==> config.mk <==
export PLATFORM = sky130hd
export DESIGN_NAME = lfsr_seq_ctrl_flat
export DESIGN_NICKNAME = d
export VERILOG_FILES = /design/src/rtl/lfsr_seq_ctrl_pkg.sv /design/src/rtl/lfsr_seq_ctrl_if.sv /design/src/rtl/lfsr_seq_ctrl_deser.sv /design/src/rtl/lfsr_seq_ctrl.sv /design/src/flat_wrapper.sv
export SDC_FILE = /design/constraint.sdc
export NUM_CORES = 1
export LEC_CHECK = 0
export ABC_AREA = 0
export BUFFER_PORTS_ARGS = -buffer_cell sky130_fd_sc_hd__buf_2
export CORE_ASPECT_RATIO = 1.2
export CORE_MARGIN = 1
export CORE_UTILIZATION = 40
export CTS_CLUSTER_DIAMETER = 30
export DETAILED_ROUTE_END_ITERATION = 6
export PLACE_DENSITY = 0.73
export SLEW_MARGIN = 10
export SYNTH_ARGS = -nofsm -noshare
export SYNTH_HDL_FRONTEND = slang
export SYNTH_HIERARCHICAL = 1
export SYNTH_SLANG_ARGS = --single-unit
==> constraint.sdc <==
create_clock -name clk -period 1.9 [get_ports clk]
set_input_delay 0.19 -clock clk [delete_from_list [all_inputs] [get_ports clk]]
set_output_delay 0.19 -clock clk [all_outputs]
set_load 0.02 [all_outputs]
==> src/rtl/lfsr_seq_ctrl_pkg.sv <==
// Shared types and default sizes for the LFSR sequencer (lfsr_seq_ctrl and its deserialiser).
package lfsr_ctrl_pkg;

    localparam int unsigned LFSR_W      = 8;
    localparam int unsigned CNT_W_DEF   = 8;
    localparam int unsigned TIMEOUT_DEF = 16;

    typedef enum logic [2:0] {
        IDLE  = 3'd0,
        LOAD  = 3'd1,
        SHIFT = 3'd2,
        DRAIN = 3'd3,
        DONE  = 3'd4
    } seq_state_e;

endpackage

==> src/rtl/lfsr_seq_ctrl_if.sv <==
// Control/serial bus between the sequencer (master) and the 8-bit LFSR block (slave).
interface lfsr_seq_ctrl_if
    import lfsr_ctrl_pkg::*;
#(
    parameter int unsigned WIDTH = LFSR_W
);

    logic [WIDTH-1:0] lfsr_seed;
    logic             lfsr_load;
    logic             lfsr_enable;
    logic             lfsr_out_enable;
    logic             lfsr_valid;
    logic             lfsr_out;

    modport master (
        output lfsr_seed,
        output lfsr_load,
        output lfsr_enable,
        output lfsr_out_enable,
        input  lfsr_valid,
        input  lfsr_out
    );

    modport slave (
        input  lfsr_seed,
        input  lfsr_load,
        input  lfsr_enable,
        input  lfsr_out_enable,
        output lfsr_valid,
        output lfsr_out
    );

endinterface

==> src/rtl/lfsr_seq_ctrl_deser.sv <==
// Serial-to-parallel collector: writes each valid bit to result[bit_idx], first bit into the LSB.
module lfsr_seq_deser
    import lfsr_ctrl_pkg::*;
#(
    parameter int unsigned WIDTH = LFSR_W
) (
    input  logic             clk,
    input  logic             reset,
    input  logic             clr,
    input  logic             valid,
    input  logic             din,
    output logic [WIDTH-1:0] result,
    output logic             full
);

    localparam int unsigned IDX_W = (WIDTH > 1) ? $clog2(WIDTH) : 1;

    logic [IDX_W-1:0] bit_idx;

    // Asserted in the cycle whose write completes the word, so the owner can leave DRAIN on that edge.
    assign full = valid && (bit_idx == IDX_W'(WIDTH - 1));

    always_ff @(posedge clk) begin
        if (reset || clr) begin
            bit_idx <= '0;
            result  <= '0;
        end else if (valid) begin
            result[bit_idx] <= din;
            bit_idx         <= full ? '0 : bit_idx + IDX_W'(1);
        end
    end

endmodule

==> src/rtl/lfsr_seq_ctrl.sv <==
// Host-side sequencer for the LFSR block: load seed, shift N cycles, drain WIDTH serial bits.
// Optional drain timeout is enabled by defining LFSR_SEQ_TIMEOUT_EN.
module lfsr_seq_ctrl
    import lfsr_ctrl_pkg::*;
#(
    parameter int unsigned WIDTH   = LFSR_W,
    parameter int unsigned CNT_W   = CNT_W_DEF,
    parameter int unsigned TIMEOUT = TIMEOUT_DEF
) (
    input  logic             clk,
    input  logic             reset,
    input  logic             start,
    input  logic             abort,
    input  logic [WIDTH-1:0] seed_in,
    input  logic [CNT_W-1:0] shift_count,
    output logic             busy,
    output logic             done,
    output logic             err,
    output logic [WIDTH-1:0] result,
    lfsr_seq_ctrl_if.master  lfsr
);

    if (WIDTH < 2 || CNT_W < 1 || TIMEOUT < 1) begin : g_param_check
        $error("lfsr_seq_ctrl: WIDTH must be >= 2, CNT_W and TIMEOUT >= 1");
    end

    seq_state_e       state;
    seq_state_e       state_n;
    logic [CNT_W-1:0] shift_cnt;
    logic             accept;
    logic             bit_we;
    logic             bit_full;
    logic             timed_out;
    logic             busy_n;
    logic             done_n;
    logic             load_n;
    logic             enable_n;
    logic             out_en_n;

    assign accept = (state == IDLE) && start && !abort;
    assign bit_we = (state == DRAIN) && lfsr.lfsr_valid && !abort;

`ifdef LFSR_SEQ_TIMEOUT_EN
    localparam int unsigned TO_W = $clog2(TIMEOUT + 1);

    logic [TO_W-1:0] idle_cnt;

    assign timed_out = (state == DRAIN) && !lfsr.lfsr_valid && (idle_cnt == TO_W'(TIMEOUT - 1));

    always_ff @(posedge clk) begin
        if (reset || (state != DRAIN) || lfsr.lfsr_valid) begin
            idle_cnt <= '0;
        end else if (!timed_out) begin
            idle_cnt <= idle_cnt + TO_W'(1);
        end
    end
`else
    assign timed_out = 1'b0;
`endif

    lfsr_seq_deser #(
        .WIDTH(WIDTH)
    ) u_deser (
        .clk   (clk),
        .reset (reset),
        .clr   (accept),
        .valid (bit_we),
        .din   (lfsr.lfsr_out),
        .result(result),
        .full  (bit_full)
    );

    always_ff @(posedge clk) begin
        if (reset) begin
            state <= IDLE;
        end else begin
            state <= state_n;
        end
    end

    always_comb begin
        state_n = state;
        case (state)
            IDLE:    if (accept) state_n = (seed_in == '0) ? DONE : LOAD;
            LOAD:    state_n = (shift_cnt != '0) ? SHIFT : DRAIN;
            SHIFT:   if (shift_cnt == CNT_W'(1)) state_n = DRAIN;
            DRAIN:   if (bit_full || timed_out) state_n = DONE;
            DONE:    state_n = IDLE;
            default: state_n = IDLE;
        endcase
        if (abort && (state != IDLE)) begin
            state_n = IDLE;
        end
    end

    // Outputs are decoded from the next state and registered, so each is valid in the cycle its state is.
    always_comb begin
        busy_n   = (state_n != IDLE);
        done_n   = (state_n == DONE);
        load_n   = (state_n == LOAD);
        enable_n = (state_n == SHIFT);
        out_en_n = (state_n == DRAIN);
    end

    always_ff @(posedge clk) begin
        if (reset) begin
            busy                 <= 1'b0;
            done                 <= 1'b0;
            err                  <= 1'b0;
            shift_cnt            <= '0;
            lfsr.lfsr_seed       <= '0;
            lfsr.lfsr_load       <= 1'b0;
            lfsr.lfsr_enable     <= 1'b0;
            lfsr.lfsr_out_enable <= 1'b0;
        end else begin
            busy                 <= busy_n;
            done                 <= done_n;
            lfsr.lfsr_load       <= load_n;
            lfsr.lfsr_enable     <= enable_n;
            lfsr.lfsr_out_enable <= out_en_n;

            if (accept) begin
                lfsr.lfsr_seed <= seed_in;
                shift_cnt      <= shift_count;
                err            <= (seed_in == '0);
            end else if (timed_out && !abort) begin
                err <= 1'b1;
            end

            if ((state == SHIFT) && !abort) begin
                shift_cnt <= shift_cnt - CNT_W'(1);
            end
        end
    end

endmodule

==> src/flat_wrapper.sv <==
// flat-port wrapper written by rule: the top's interface ports become plain ports
module lfsr_seq_ctrl_flat import lfsr_ctrl_pkg::*;
#(
    parameter int unsigned WIDTH   = LFSR_W,
    parameter int unsigned CNT_W   = CNT_W_DEF,
    parameter int unsigned TIMEOUT = TIMEOUT_DEF
)
  (clk, reset, start, abort, seed_in, shift_count, busy, done, err, result, lfsr_lfsr_seed, lfsr_lfsr_load, lfsr_lfsr_enable, lfsr_lfsr_out_enable, lfsr_lfsr_valid, lfsr_lfsr_out);
  lfsr_seq_ctrl_if #(.WIDTH(WIDTH)) lfsr_i ();
  input  logic clk;
  input  logic reset;
  input  logic start;
  input  logic abort;
  input  logic [WIDTH-1:0] seed_in;
  input  logic [CNT_W-1:0] shift_count;
  output logic busy;
  output logic done;
  output logic err;
  output logic [WIDTH-1:0] result;
  output wire logic [$bits(lfsr_i.lfsr_seed)-1:0] lfsr_lfsr_seed;
  output wire logic [$bits(lfsr_i.lfsr_load)-1:0] lfsr_lfsr_load;
  output wire logic [$bits(lfsr_i.lfsr_enable)-1:0] lfsr_lfsr_enable;
  output wire logic [$bits(lfsr_i.lfsr_out_enable)-1:0] lfsr_lfsr_out_enable;
  input wire logic [$bits(lfsr_i.lfsr_valid)-1:0] lfsr_lfsr_valid;
  input wire logic [$bits(lfsr_i.lfsr_out)-1:0] lfsr_lfsr_out;
  assign lfsr_lfsr_seed = lfsr_i.lfsr_seed;
  assign lfsr_lfsr_load = lfsr_i.lfsr_load;
  assign lfsr_lfsr_enable = lfsr_i.lfsr_enable;
  assign lfsr_lfsr_out_enable = lfsr_i.lfsr_out_enable;
  assign lfsr_i.lfsr_valid = lfsr_lfsr_valid;
  assign lfsr_i.lfsr_out = lfsr_lfsr_out;
  lfsr_seq_ctrl #(.WIDTH(WIDTH), .CNT_W(CNT_W), .TIMEOUT(TIMEOUT)) u_core (.clk(clk), .reset(reset), .start(start), .abort(abort), .seed_in(seed_in), .shift_count(shift_count), .busy(busy), .done(done), .err(err), .result(result), .lfsr(lfsr_i));
endmodule
* Yosys cells after proc, flatten, opt, wreduce, memory -nomap -nowiden
Index checks and enable logic that the tools add are counted.
** Storage, ports and cells
- Output and inout bits :: 22
- Bits in read-only memories :: 0
- Bits in registers :: 36
- Bits in latches :: 0
- Bits in writable memories :: 0
- Memories :: 0
- Input bits :: 22
** Operators by class
- Order comparisons :: 2
- $mul :: 0
- Equality and inequality tests :: 9
- Bitwise operators :: 0
- Add/subtract/negate cells :: 2
- Reductions and logical operators :: 16
- Divide/modulo/power cells :: 0
- Multiplexer cells :: 13
- Shift-type cells :: 0
** Operator list (count)
- 2-to-1 mux 3 bit :: 6
- 2-to-1 mux 8 bit :: 2
- == test 3 x 2 -> 1 bit, second input constant :: 4
- one-hot mux 3 bit (4 select lines) :: 1
- bitwise mux 8 bit :: 1
- == test 8 x 1 -> 1 bit, second input constant :: 1
- logical AND 1 bit :: 8
- zero test 8 bit :: 1
- nonzero test 8 bit :: 1
- subtractor 8 x 1 -> 8 bit, second input constant :: 1
- == test 3 x 1 -> 1 bit, second input constant :: 2
- == test 3 bit, second input constant :: 2
- nonzero test 3 bit :: 2
- less-than comparator 3 x 4 -> 1 bit, second input constant :: 1
- adder 3 x 1 -> 3 bit, second input constant :: 1
- demux 1 bit (select 3 bit) :: 1
- >= comparator 3 x 1 -> 1 bit, second input constant :: 1
- zero test 3 bit :: 1
- 2-to-1 mux 1 bit :: 2
- nonzero test 2 bit :: 1
- zero test 1 bit :: 1
- logical OR 1 bit :: 1

* Logic depth before layout (Yosys ltp)
- Depth after elaboration :: 8
- Depth in mapped cells :: 9

* Hierarchy
The synthesis kept the hierarchy.
** By module, submodules not included
- lfsr_seq_ctrl :: cells an instance 133, seq. area each 500.5 um^2, instances 1, area each 1138.6 um^2
- lfsr_seq_deser :: cells an instance 51, seq. area each 220.2 um^2, instances 1, area each 575.6 um^2

* Worst setup path after synthesis
Ideal clock, no wire load.
- Path kind :: reg-to-reg
- Start point :: register u_core.state[0]
- End point :: register u_core.shift_cnt[5]
- Library setup time :: 0.131 ns
- Setup slack :: -0.036 ns
- Data arrival time :: 1.805 ns
- Stages on the path, launching flop included :: 7
- Period minus slack after synthesis :: 1.936 ns
- Cells stage by stage :: dfxtp_1 > buf_6 > or4b_1 > clkbuf_2 > or4_4 > o311ai_2 > a21oi_2
** Between the ends
- Cells in the longest elaborated chain, start to end :: 4
** RTL lines
- start: declaration :: line lfsr_seq_ctrl.sv:27 : seq_state_e state;
- start signal: assignment :: line lfsr_seq_ctrl.sv:77 : state <= state_n;
- zero test 3 bit :: line lfsr_seq_ctrl.sv:40 : assign accept = (state == IDLE) && start && !abort;
- logical AND 1 bit (2 in a row) :: line lfsr_seq_ctrl.sv:40
- nonzero test 2 bit (no line)
- end signal: assignment :: line lfsr_seq_ctrl.sv:124 : shift_cnt <= shift_count;
- end signal: assignment :: line lfsr_seq_ctrl.sv:131 : shift_cnt <= shift_cnt - CNT_W'(1);
- end: declaration :: line lfsr_seq_ctrl.sv:29 : logic [CNT_W-1:0] shift_cnt;
Parallel ways exist; a longest one is shown, timed or not.
A chain may end at the register's enable or synchronous reset.

* Final worst setup path
- Start point :: register u_core.state[1]
- End point :: register u_core.lfsr.lfsr_enable
** Between the ends
- Cells in the longest elaborated chain, start to end :: 8
** RTL lines
- == test 3 x 2 -> 1 bit :: line lfsr_seq_ctrl.sv:41, lfsr_seq_ctrl.sv:83
- logical AND 1 bit (2 in a row) :: line lfsr_seq_ctrl.sv:41 : assign bit_we = (state == DRAIN) && lfsr.lfsr_valid && !abort;
- logical AND 1 bit :: line lfsr_seq_ctrl_deser.sv:21 : assign full = valid && (bit_idx == IDX_W'(WIDTH - 1));
- 2-to-1 mux 3 bit :: line lfsr_seq_ctrl.sv:87 : DRAIN: if (bit_full || timed_out) state_n = DONE;
- one-hot mux 3 bit (4 select lines) :: line lfsr_seq_ctrl.sv:83 : case (state)
- 2-to-1 mux 3 bit (*) :: line lfsr_seq_ctrl.sv:91 : if (abort && (state != IDLE)) begin
- == test 3 x 2 -> 1 bit (*) :: line lfsr_seq_ctrl.sv:101 : enable_n = (state_n == SHIFT);
- end signal: assignment :: line lfsr_seq_ctrl.sv:119 : lfsr.lfsr_enable <= enable_n;
- end: declaration :: line lfsr_seq_ctrl_if.sv:18 : output lfsr_enable,
Mark *: on every way between the ends. The rest lies on a longest branch, timed or not.

==> summary.txt <==
Floorplan core area - 4040 um2
Int Pwr - 1200 uW
R2R depth - 5
H-tree depth - 2
Die area - 4550 um2
Clk pwr share - 0.340
Clock slew at reported path FFs - 70 ps
Failing checks - setup timing
N_diodes - 0
# setup viols final - 2
Synth cell types - 48
Post-CTS Setup Bufs - 0
Clk_skew - 4.22 ps
Largest net degree at the start of global routing - 30
#FFs+latches synth - 36
Post-Route Setup TNS - -40.7 ps
Initial antenna violation count - 0
Via count - 1535
Resized Gates After CTS - 0
Part of the power in combinational logic - 0.164
Syn avg cell area - 9.32 um2
Layout cells sized above 1 - 0.336
Total gr overflow - 0
Pleak - 0.000943 uW
Mapped cell area - 1710 um2
Yosys top cell area share - 0.420
ANT nets after route - 0
Sw Share - 0.275
Net switching power - 457 uW
Worst setup margin - -30.4 ps
Status - finished with violations
Wire per inst - 13.1 um
Slew Limit Headroom - 0.620
Worst-margin pin slew - 564 ps
Max Slew Vio Count - 0
First-pass GRT wire length - 6040 um
Crit end category - flop
Num CTS Buffers - 5
Area grow syn2layout - 25.1%
Synthesized instance count - 184
Initial DRC count - 87
Max Root-Sink Buffers - 2
Seq pwr share - 0.496
Hold violation count in the final report - 0
Maxcap violations - 0
Largest fanout on the critical path - 6
CTS Sinks - 36
Fin util - 0.531
Crit start category - flop
Worst IR Drop VDD - 0.454 mV
PortBufs - 43
Cts hold-fix bufs - 0
R2R setup slack - -30 ps
Reg-to-reg startpoint - u_core/state[1]$_SDFF_PP0_
Hold WS - 152 ps
Ys Warns - 6
1st-pass router iterations - 4
I/O pin count - 44
# nets final - 264
Pwr Density - 774 nW/um2
Fin crit share - 1.02
Worst R2R End - u_core/lfsr.lfsr_enable$_SDFF_PP0_
Worst min path class - input port to flop
Clock period minus worst slack - 1930 ps
Synth area leader - dfxtp_1
Register area share after synthesis - 0.420
CP Data Required Time - 2080 ps
Row count - 25
RD Place Congestion - 0.801
Ys flop type - dfxtp_1
Post-synth EDFFs - 0
Die X - 61.8 um
# DRC - 0
Crit path to - u_core/lfsr.lfsr_enable$_SDFF_PP0_
Critical path arrival - 2110 ps
Die Y - 73.7 um
Clk Latency, worst-skew pair - 280 ps
Synth area leaders - dfxtp_1 42%, mux2i_1 5.3%, a21oi_1 5.0%, nand2_1 4.2%, or3b_2 4.1%
Asr flop ratio synth - 0
Gr usage total - 0.176
Crit path launch - u_core/state[1]$_SDFF_PP0_
Number of global-route vias before repair - 1395
Net count after synthesis - 211
Initial Utilization - 0.425
Fmax - 518 MHz
CTS tree - yes
Post-DP HPWL - 2670 um
Root Buffer - clkbuf_8
Crit Path Class - flop to flop
Total wire length - 3820 um
Vias per cell - 5.26
per-stage QoR:
step / cells / total power (uW) / cell area [um2] / setup slack (ps)
2_1_floorplan: 184 / 1010 / 1720 / -29.2
3_3_place_gp: 284 / 1100 / 2040 / 118
3_5_place_dp: 284 / 1100 / 2040 / 91.1
4_1_cts: 292 / 1680 / 2140 / 72.7
5_1_grt: 292 / 1740 / 2140 / -75.2
6_report: 292 / 1660 / 2140 / -30.4
cell families (layout without fill, tap and decap cells):
kind of cell / count (synthesis) / in the layout / share of synthesized area
multiplexers: 9 / 9 / 0.0526
adder cells (fa/ha/maj): 5 / 5 / 0.0365
AND/OR/NAND/NOR: 84 / 84 / 0.299
buffers and inverters: 14 / 68 / 0.0416
flip-flops: 36 / 36 / 0.420
AO/OA/AOI/OAI: 36 / 36 / 0.150
critical path: stages (launching register included):
cell      delay, ps
dfxtp_1         350
buf_4           160
or4_2           640
a211oi_1        300
nor3_2          140
and4b_1         230
how the worst min path moves through the flow:
stage	startpoint	to	slack, ps	cells after the start
after global placement	shift_count[0]	u_core/shift_cnt[0]$_SDFFE_PP0P_	430	3
after detailed placement	u_core/lfsr.lfsr_seed[5]$_SDFFE_PP0P_	u_core/lfsr.lfsr_seed[5]$_SDFFE_PP0P_	440	2
after floorplan	seed_in[0]	u_core/lfsr.lfsr_seed[0]$_SDFFE_PP0P_	330	2
after CTS	seed_in[5]	u_core/lfsr.lfsr_seed[5]$_SDFFE_PP0P_	140	3
after global routing	seed_in[4]	u_core/lfsr.lfsr_seed[4]$_SDFFE_PP0P_	150	3
final	shift_count[0]	u_core/shift_cnt[0]$_SDFFE_PP0P_	150	3
layout by cell type, fill, tap and decap left out, types with 2 or more instances in the layout:
| cell type | n |
|---|---|
| or3_1 | 2 |
| or3b_2 | 8 |
| nand4b_1 | 3 |
| mux2i_1 | 9 |
| nand2_1 | 19 |
| nand3b_1 | 3 |
| buf_4 | 12 |
| buf_2 | 43 |
| a211oi_1 | 2 |
| ha_1 | 5 |
| nand2b_1 | 4 |
| a31oi_1 | 2 |
| nor4_1 | 5 |
| and4bb_1 | 3 |
| inv_1 | 5 |
| or3b_1 | 2 |
| a221oi_1 | 2 |
| nand3_1 | 4 |
| dfxtp_1 | 35 |
| nor2_1 | 15 |
| o21a_1 | 2 |
| nor3_1 | 3 |
| a21oi_1 | 17 |
| clkbuf_8 | 6 |
| and2_1 | 2 |
Yosys cell counts (all sizes together), types with 5 or more instances:
| cell type | instances |
|---|---|
| dfxtp | 36 |
| nor4 | 5 |
| ha | 5 |
| mux2i | 9 |
| nor2 | 15 |
| inv | 5 |
| buf | 5 |
| nand2 | 19 |
| or3b | 10 |
| a21oi | 18 |
cell type report:
class                           count  area [um2]
Fill cell                         383        1890
Tap cell                           54        67.6
Inverter                            5        18.8
Clock buffer                        7        86.3
Multi-Input combinational cell    134         937
Timing Repair Buffer               55         305
Clock inverter                      1        7.51
Sequential cell                    36         722
sequential cells by signal, indices dropped and copies added (netlist names), 3 cells and up:
name / flops
u_core/u_deser/result: 8
u_core/lfsr.lfsr_seed: 8
u_core/shift_cnt: 8
u_core/state: 3
u_core/u_deser/bit_idx: 3
metal layers:
layer  vias to the layer above  share of wire  wire [um]  global-route usage
li1                        785              -          -                   -
met1                       697           0.45       1710               0.208
met2                        46           0.48       1820               0.293
met3                         7          0.058        220              0.0599
met4                         0          0.018         67              0.0593
met5                         -              0          0                   0
power groups by stage:
stage          logic (uW)  clock network (uW)  registers [uW]
6_report              273                 564             822
3_5_place_dp          267                   0             838
3_3_place_gp          264                   0             838
4_1_cts               270                 589             821
2_1_floorplan         155                   0             855
5_1_grt               300                 616             827
Power figures use the tool's default switching activity.
